`config.mk`:
```
export PLATFORM = sky130hd
export DESIGN_NAME = approx_max_tracker
export DESIGN_NICKNAME = d
export VERILOG_FILES = /design/src/rtl/approx_max_tracker_pkg.sv /design/src/rtl/approx_max_tracker_cmp.sv /design/src/rtl/approx_max_tracker.sv
export SDC_FILE = /design/constraint.sdc
export NUM_CORES = 1
export LEC_CHECK = 0
export ABC_CLOCK_PERIOD_IN_PS = 4800
export CORE_MARGIN = 2
export CORE_UTILIZATION = 57
export CTS_BUF_LIST = sky130_fd_sc_hd__clkbuf_8
export DETAILED_ROUTE_END_ITERATION = 8
export GPL_TIMING_DRIVEN = 0
export PLACE_DENSITY = 0.89
export SLEW_MARGIN = 25
export SYNTH_ARGS = -nofsm -noshare
export SYNTH_HDL_FRONTEND = slang
export SYNTH_HIERARCHICAL = 1
export SYNTH_SLANG_ARGS = --single-unit
```
`constraint.sdc`:
```
create_clock -name clk -period 4.8 [get_ports clk]
set_input_delay 1.2 -clock clk [delete_from_list [all_inputs] [get_ports clk]]
set_output_delay 1.2 -clock clk [all_outputs]
set_load 0.02 [all_outputs]
```
`src/rtl/approx_max_tracker_pkg.sv`:
```
// Shared widths, FSM state type and the comparator's approximation key for approx_max_tracker.
package approx_cmp_pkg;

    localparam int DATA_W = 16;
    localparam int IDX_W  = 8;

    typedef enum logic [1:0] {
        ST_LOAD = 2'd0,
        ST_RUN  = 2'd1,
        ST_DONE = 2'd2
    } state_e;

    // The low byte collapses to a single "nonzero" flag, so samples that differ
    // only below bit 8 can compare as equal.
    function automatic logic [8:0] approx_key(input logic [DATA_W-1:0] v);
        return {v[DATA_W-1:8], |v[7:0]};
    endfunction

endpackage

```
`src/rtl/approx_max_tracker_cmp.sv`:
```
// Approximate 16-bit magnitude comparator; exactly one of EQ/GT/LT is high.
module approx_comparator_16_bit
    import approx_cmp_pkg::*;
(
    input  logic [DATA_W-1:0] A,
    input  logic [DATA_W-1:0] B,
    output logic              EQ,
    output logic              GT,
    output logic              LT
);

    logic [8:0] key_a;
    logic [8:0] key_b;

    always_comb begin
        key_a = approx_key(A);
        key_b = approx_key(B);
        GT    = key_a > key_b;
        LT    = key_a < key_b;
        EQ    = key_a == key_b;
    end

endmodule

```
`src/rtl/approx_max_tracker.sv`:
```
// Tracks the approximate maximum of each FRAME_LEN-sample frame, its first position and tie count.
module approx_max_tracker
    import approx_cmp_pkg::*;
#(
    parameter int FRAME_LEN = 16
) (
    input  logic              clk,
    input  logic              rst,
    input  logic              frame_clr,
    input  logic              in_valid,
    output logic              in_ready,
    input  logic [DATA_W-1:0] in_data,
    output logic              out_valid,
    input  logic              out_ready,
    output logic [DATA_W-1:0] out_max,
    output logic [IDX_W-1:0]  out_idx,
    output logic [IDX_W-1:0]  out_ties
);

    localparam int CNT_W = 9;
    localparam logic [CNT_W-1:0] LAST_CNT = CNT_W'(FRAME_LEN);

    state_e             state_q, state_d;
    logic [CNT_W-1:0]   cnt_q, cnt_d;
    logic [DATA_W-1:0]  max_q, max_d;
    logic [IDX_W-1:0]   idx_q, idx_d;
    logic [IDX_W-1:0]   ties_q, ties_d;
    logic               out_valid_q, out_valid_d;
    logic [DATA_W-1:0]  out_max_q, out_max_d;
    logic [IDX_W-1:0]   out_idx_q, out_idx_d;
    logic [IDX_W-1:0]   out_ties_q, out_ties_d;

    logic               cmp_eq, cmp_gt, cmp_lt;
    logic               accept;
    logic [CNT_W-1:0]   cnt_inc;

    approx_comparator_16_bit u_cmp (
        .A  (in_data),
        .B  (max_q),
        .EQ (cmp_eq),
        .GT (cmp_gt),
        .LT (cmp_lt)
    );

    assign in_ready  = (state_q != ST_DONE);
    assign out_valid = out_valid_q;
    assign out_max   = out_max_q;
    assign out_idx   = out_idx_q;
    assign out_ties  = out_ties_q;

    assign accept  = in_valid && in_ready;
    assign cnt_inc = cnt_q + CNT_W'(1);

    always_comb begin
        state_d     = state_q;
        cnt_d       = cnt_q;
        max_d       = max_q;
        idx_d       = idx_q;
        ties_d      = ties_q;
        out_valid_d = out_valid_q;
        out_max_d   = out_max_q;
        out_idx_d   = out_idx_q;
        out_ties_d  = out_ties_q;

        case (state_q)
            ST_LOAD: begin
                if (accept) begin
                    max_d   = in_data;
                    idx_d   = '0;
                    ties_d  = '0;
                    cnt_d   = CNT_W'(1);
                    state_d = ST_RUN;
                end
            end
            ST_RUN: begin
                if (accept) begin
                    cnt_d = cnt_inc;
                    // Multi-hot resolves GT > EQ > LT; all-zero falls through as LT.
                    casez ({cmp_gt, cmp_eq, cmp_lt})
                        3'b1??: begin
                            max_d  = in_data;
                            idx_d  = cnt_q[IDX_W-1:0];
                            ties_d = '0;
                        end
                        3'b01?: ties_d = ties_q + IDX_W'(1);
                        default: ;
                    endcase
                    if (cnt_inc == LAST_CNT) begin
                        state_d     = ST_DONE;
                        out_valid_d = 1'b1;
                        out_max_d   = max_d;
                        out_idx_d   = idx_d;
                        out_ties_d  = ties_d;
                    end
                end
            end
            ST_DONE: begin
                if (out_ready) begin
                    state_d     = ST_LOAD;
                    cnt_d       = '0;
                    out_valid_d = 1'b0;
                end
            end
            default: state_d = ST_LOAD;
        endcase

        if (frame_clr) begin
            state_d     = ST_LOAD;
            cnt_d       = '0;
            ties_d      = '0;
            idx_d       = '0;
            out_valid_d = 1'b0;
        end
    end

    always_ff @(posedge clk) begin
        if (rst) begin
            state_q     <= ST_LOAD;
            cnt_q       <= '0;
            max_q       <= '0;
            idx_q       <= '0;
            ties_q      <= '0;
            out_valid_q <= 1'b0;
            out_max_q   <= '0;
            out_idx_q   <= '0;
            out_ties_q  <= '0;
        end else begin
            state_q     <= state_d;
            cnt_q       <= cnt_d;
            max_q       <= max_d;
            idx_q       <= idx_d;
            ties_q      <= ties_d;
            out_valid_q <= out_valid_d;
            out_max_q   <= out_max_d;
            out_idx_q   <= out_idx_d;
            out_ties_q  <= out_ties_d;
        end
    end

endmodule
```
After elaboration in Yosys (flattened, before gate mapping)
Index checks and enable logic that the tools add are counted.

Bits of input ports: 21. Flip-flop bits (word level): 76. Output and inout bits: 34. Logic and storage cells: 59.

Reduce and logical (&&, ||, !) cells: 13. Equality and inequality tests: 10. Add/subtract/negate cells: 2. Order comparisons: 1. Muxes and demuxes: 24.

Operator list (count): two-way mux 16 bit (3); one-hot mux 8 bit (2 select lines) (3); two-way mux 8 bit (4); one-hot mux 16 bit (2 select lines) (1); two-way mux 9 bit (3); one-hot mux 9 bit (3 select lines) (1); OR reduction 8 bit (2); AND reduction 4 bit (3); inequality test 2 bit (second input constant) (5); adder 9 x 1 -> 9 bit (second input constant) (1); equality test 9 x 5 -> 1 bit (second input constant) (1); equality test 9 bit (1); > comparator 9 bit (1); adder 8 x 1 -> 8 bit (second input constant) (1); two-way mux 2 bit (4); one-hot mux 2 bit (3 select lines) (1); AND reduction 3 bit (2); equality test 2 x 1 -> 1 bit (second input constant) (2); nonzero test 2 bit (2); two-way mux 1 bit (3); nonzero test 3 bit (1); equality test 2 bit (second input constant) (1); logical NOT 2 bit (1); one-hot mux 1 bit (2 select lines) (1); other kinds (2) (2).

Longest topological paths before layout
Depth in word-level cells: 6. Gate-level depth with buffers: 13. Mapped depth without buffers: 11.

Cells and area by module
Netlist, hierarchy kept.

By module, submodules not included: approx_max_tracker (seq. area each 1521.5 um^2, area an instance 3638.5 um^2, cells an instance 409, times used 1); approx_comparator_16_bit (seq. area each 0.0 um^2, area an instance 259.0 um^2, cells an instance 37, times used 1).

Worst setup path before layout
Ideal clock, no wire load.

Path type: input -> register. Start point: input in_data[5]. End point: register max_q[10]. Required time: 4672 ps. Stages on the path: 11. Buffers on the path: 2. Library setup time: 128 ps. Slack: 839 ps. Data arrival time: 3834 ps. Path through: or4_1 > nor2_1 > ha_1 > and4_1 > a21oi_1 > clkbuf_1 > inv_1 > a21oi_1 > buf_2 > mux2i_1 > nor2_1.

Word-level cells in the longest chain between the ends: 5.

Ends and longest elaborated chain: start, declared (line approx_max_tracker.sv:12) `input logic [DATA_W-1:0] in_data,`; OR reduction 8 bit (line approx_max_tracker_pkg.sv:16) `return {v[DATA_W-1:8], |v[7:0]};`; > comparator 9 bit (line approx_max_tracker_cmp.sv:18) `GT = key_a > key_b;`; net cmp_gt (line approx_max_tracker.sv:33) `logic cmp_eq, cmp_gt, cmp_lt;`; two-way mux 16 bit (line approx_max_tracker.sv:79) `casez ({cmp_gt, cmp_eq, cmp_lt})`; two-way mux 16 bit (line approx_max_tracker.sv:76) `if (accept) begin`; one-hot mux 16 bit (2 select lines) (line approx_max_tracker.sv:65) `case (state_q)`; end signal, assigned (line approx_max_tracker.sv:130) `max_q <= max_d;`; end, declared (line approx_max_tracker.sv:25) `logic [DATA_W-1:0] max_q, max_d;`.

The timed path passes the listed nets, and every way through them passes these cells. The select of a mux whose other input is x is not followed. A chain may end at the register's enable or synchronous reset.

Worst setup path in the final report
Start point: input in_data[1]. End point: register out_idx_q[5] (netlist: out_idx[5]).

Word-level cells in the longest chain between the ends: 3.

Ends and longest elaborated chain: OR reduction 8 bit (line approx_max_tracker_pkg.sv:16); > comparator 9 bit (line approx_max_tracker_cmp.sv:18); net cmp_gt (line approx_max_tracker.sv:33); two-way mux 8 bit (line approx_max_tracker.sv:79); end signal, assigned (line approx_max_tracker.sv:135) `out_idx_q <= out_idx_d;`; end, declared (line approx_max_tracker.sv:30) `logic [IDX_W-1:0] out_idx_q, out_idx_d;`.

The timed path passes the listed nets, and every way through them passes these cells.

==> results.rst <==
.. list-table::
   :header-rows: 1

   * - Metric
     - Value
   * - Status
     - complete, no violations
   * - Post-route minimum period
     - 4.44 ns
   * - Final Hold Viols
     - 0
   * - Via Count
     - 3,448
   * - Total of buffers placed on input and output ports
     - 53
   * - Max Root-Sink Buffers
     - 2
   * - Source of the worst hold timing path
     - out_max[4]$_SDFFE_PP0P_
   * - Wire length per cell after detailed routing
     - 15.8 um
   * - Effective utilization at floorplan
     - 58.2%
   * - Cts bufs inserted
     - 9
   * - WP data arrival
     - 4.66 ns
   * - Endpoint kind of the worst setup timing path
     - register
   * - Clock Tree Root
     - clkbuf_8
   * - Total routing usage reported by global routing
     - 25.1%
   * - Final Wtd Congestion
     - 0.868
   * - Number of standard cells in the final layout excluding fillers
     - 594
   * - Setup repair bufs after CTS
     - 0
   * - Hold path depth
     - 2
   * - Congestion Overflow GR
     - 0
   * - Worst flop-to-flop path startpoint
     - max_q[1]$_SDFFE_PP0P_
   * - CTS tree
     - done
   * - Area after DPL
     - 4520 um^2
   * - Fill cell count
     - 494
   * - Quantity of hold-fixing buffers added after cts
     - 0
   * - Maximum fanout along the worst path
     - 10
   * - Mapped Avg Cell Area
     - 8.74 um^2
   * - Total clock sinks
     - 76
   * - Core occupancy in the finished layout
     - 70.8%
   * - Transition time at the pin with the least slew margin
     - 0.757 ns
   * - Sequential cell area
     - 1520 um^2
   * - Number of pins exceeding their max-slew limit in the final report
     - 0
   * - Std-Cell Rows
     - 30
   * - Unrepaired setup endpoints after global routing
     - no
   * - Post-synth net total
     - 483
   * - Initial drt markers
     - 178
   * - Clock input transition at the sequential cells of the worst setup and hold paths
     - 0.07 ns
   * - Sink of the worst hold path
     - out_max[4]$_SDFFE_PP0P_
   * - Worst Hold Slack
     - 0.457 ns
   * - Cell area after technology mapping
     - 3890 um^2
   * - Count of endpoints failing setup in the final report
     - 0
   * - Wire length of the first global-routing pass
     - 15.1 mm
   * - Data required time of the worst path
     - 5.03 ns
   * - Post-Place Setup Slack
     - -0.144 ns
   * - Final non-filler cell area
     - 4730 um^2
   * - Insertion delay of the later-clocked pin in the worst-skew pair
     - 0.35 ns
   * - Fraction of final layout cells sized beyond drive strength 1
     - 8.17%
   * - Count of TritonRoute iterations in the first routing pass
     - 4
   * - Number of H-tree levels
     - 3
   * - Max Clock Skew
     - 0.0147 ns
   * - Total power
     - 1.31 mW
   * - Via count of the first global-routing pass
     - 3,353
   * - Max-slew headroom at the worst pin
     - 49.5%
   * - Standard cell with the maximum stage delay on the critical path
     - clkbuf_1
   * - Overall die area
     - 7500 um^2
   * - Share of the cycle needed by the critical path after routing
     - 92.4%
   * - Number of remaining DRC errors
     - 0
   * - Final worst slack
     - 0.364 ns
   * - Critical path startpoint category
     - input pin
   * - Crit-path max cell delay
     - 0.63 ns
   * - Chain of cells forming the critical path
     - clkdlybuf4s50_1, or4_1, nor2_1, ha_1, and4_1, a21oi_1, clkbuf_1, clkbuf_1, mux2i_1, nor2_1, mux2_1
   * - R2r worst-path depth
     - 12
   * - Post-route setup TNS
     - 0 ns
   * - Critical Setup Path Class
     - in2reg
   * - # resized after CTS
     - 0
   * - Maximum vdd drop
     - 0.000152 V
   * - # Max-Cap Violations
     - 0
   * - Standby leakage power
     - 1.83 nW
   * - WL final
     - 9.37 mm
   * - Area Overhead vs Synth
     - 21.5%
   * - Area of the core region
     - 6680 um^2
   * - Type of the tightest min-delay check
     - reg2reg
   * - Chip height
     - 86.6 um
   * - Remaining number of nets flagged by the antenna check after routing
     - 0
   * - Crit Reg-Reg Endpoint
     - out_idx[5]$_SDFFE_PP0P_
   * - Multi-input logic area
     - 2200 um^2
   * - Post-placement cell count
     - 578
   * - Total number of yosys warnings
     - 6
   * - Detailed placement HPWL
     - 6.67 mm
   * - Largest net degree at the start of global routing
     - 13
   * - Maximum clock rate
     - 225 MHz
   * - # diodes
     - 0
   * - Detailed-route vias per instance
     - 5.80
   * - Die Span X
     - 86.6 um
   * - Flop-to-flop setup slack
     - 1.49 ns
   * - Initial antenna violation count
     - 0
   * - Pwr Density
     - 277 nW/um^2
   * - Number of placed I/O pins
     - 55
   * - Synthesized instance count
     - 445
   * - Count of nets after finishing
     - 547
## cells in the final DEF (no fill, tap or decap), types with 3 or more instances in the layout
master / n
a31oi_1: 3
nor2_1: 58
dfxtp_1: 76
o32ai_1: 8
clkdlybuf4s50_1: 53
xor2_1: 5
nand2_1: 59
clkbuf_1: 19
nor4_1: 4
mux2_2: 14
ha_1: 17
mux2_1: 11
or4_1: 4
clkbuf_8: 11
a21oi_1: 27
o21a_1: 4
nand3_1: 4
and3b_1: 3
xnor2_1: 3
o21ai_0: 8
nor3_1: 5
nor2b_1: 16
nand4_1: 6
inv_1: 13
mux2i_1: 40
buf_2: 4
## worst max path at each step
stage | start | end | slack (ns)
floorplan | in_data[5] | max_q[10]$_SDFFE_PP0P_ | 0.84
global placement | in_data[5] | max_q[7]$_SDFFE_PP0P_ | -0.13
detailed placement | in_data[1] | max_q[10]$_SDFFE_PP0P_ | -0.14
CTS | in_data[1] | max_q[8]$_SDFFE_PP0P_ | 0.17
global route | in_data[5] | max_q[8]$_SDFFE_PP0P_ | 0.25
finish | in_data[1] | out_idx[5]$_SDFFE_PP0P_ | 0.36
## power by group
group | switching, mW | internal (mW) | leakage [nW]
clock | 0.232 | 0.265 | 0.107
sequential | 0.00981 | 0.641 | 0.615
combinational | 0.0924 | 0.0717 | 1.11
## flip-flops by register name, summed over array words and instances (netlist names)
signal,flops
max_q,16
out_max,16
cnt_q,9
idx_q,8
out_idx,8
out_ties,8
ties_q,8
state_q,2
out_valid,1
## layout make-up
class	count	area share, %
inverters	13	1.03
flip-flops and latches	76	32.2
clock buffers	11	3.20
repair buffers	53	11.2
well taps	80	2.12
clock inverters	5	1.08
multi-input cells	330	46.6
plain buffers	26	2.57
## routing by layer
metal / wire length (um) / track usage, % / share of wire, % / vias to the layer above
met1: 3980 / 30.4 / 42 / 1648
li1: - / - / - / 1676
met2: 4710 / 43.6 / 50 / 111
met3: 578 / 5.62 / 6.2 / 13
met4: 101 / 8.66 / 1.1 / 0
met5: 0 / 0 / 0 / -
## critical path: cells and delay by family
family,cells,cell delay (ns)
buffers and inverters,3,1.41
and+or+nand+nor,4,1.02
AOI/OAI and AO/OA,1,0.16
muxes,2,0.65
adders and majority gates,1,0.23
(Power assumes the default switching activity.)
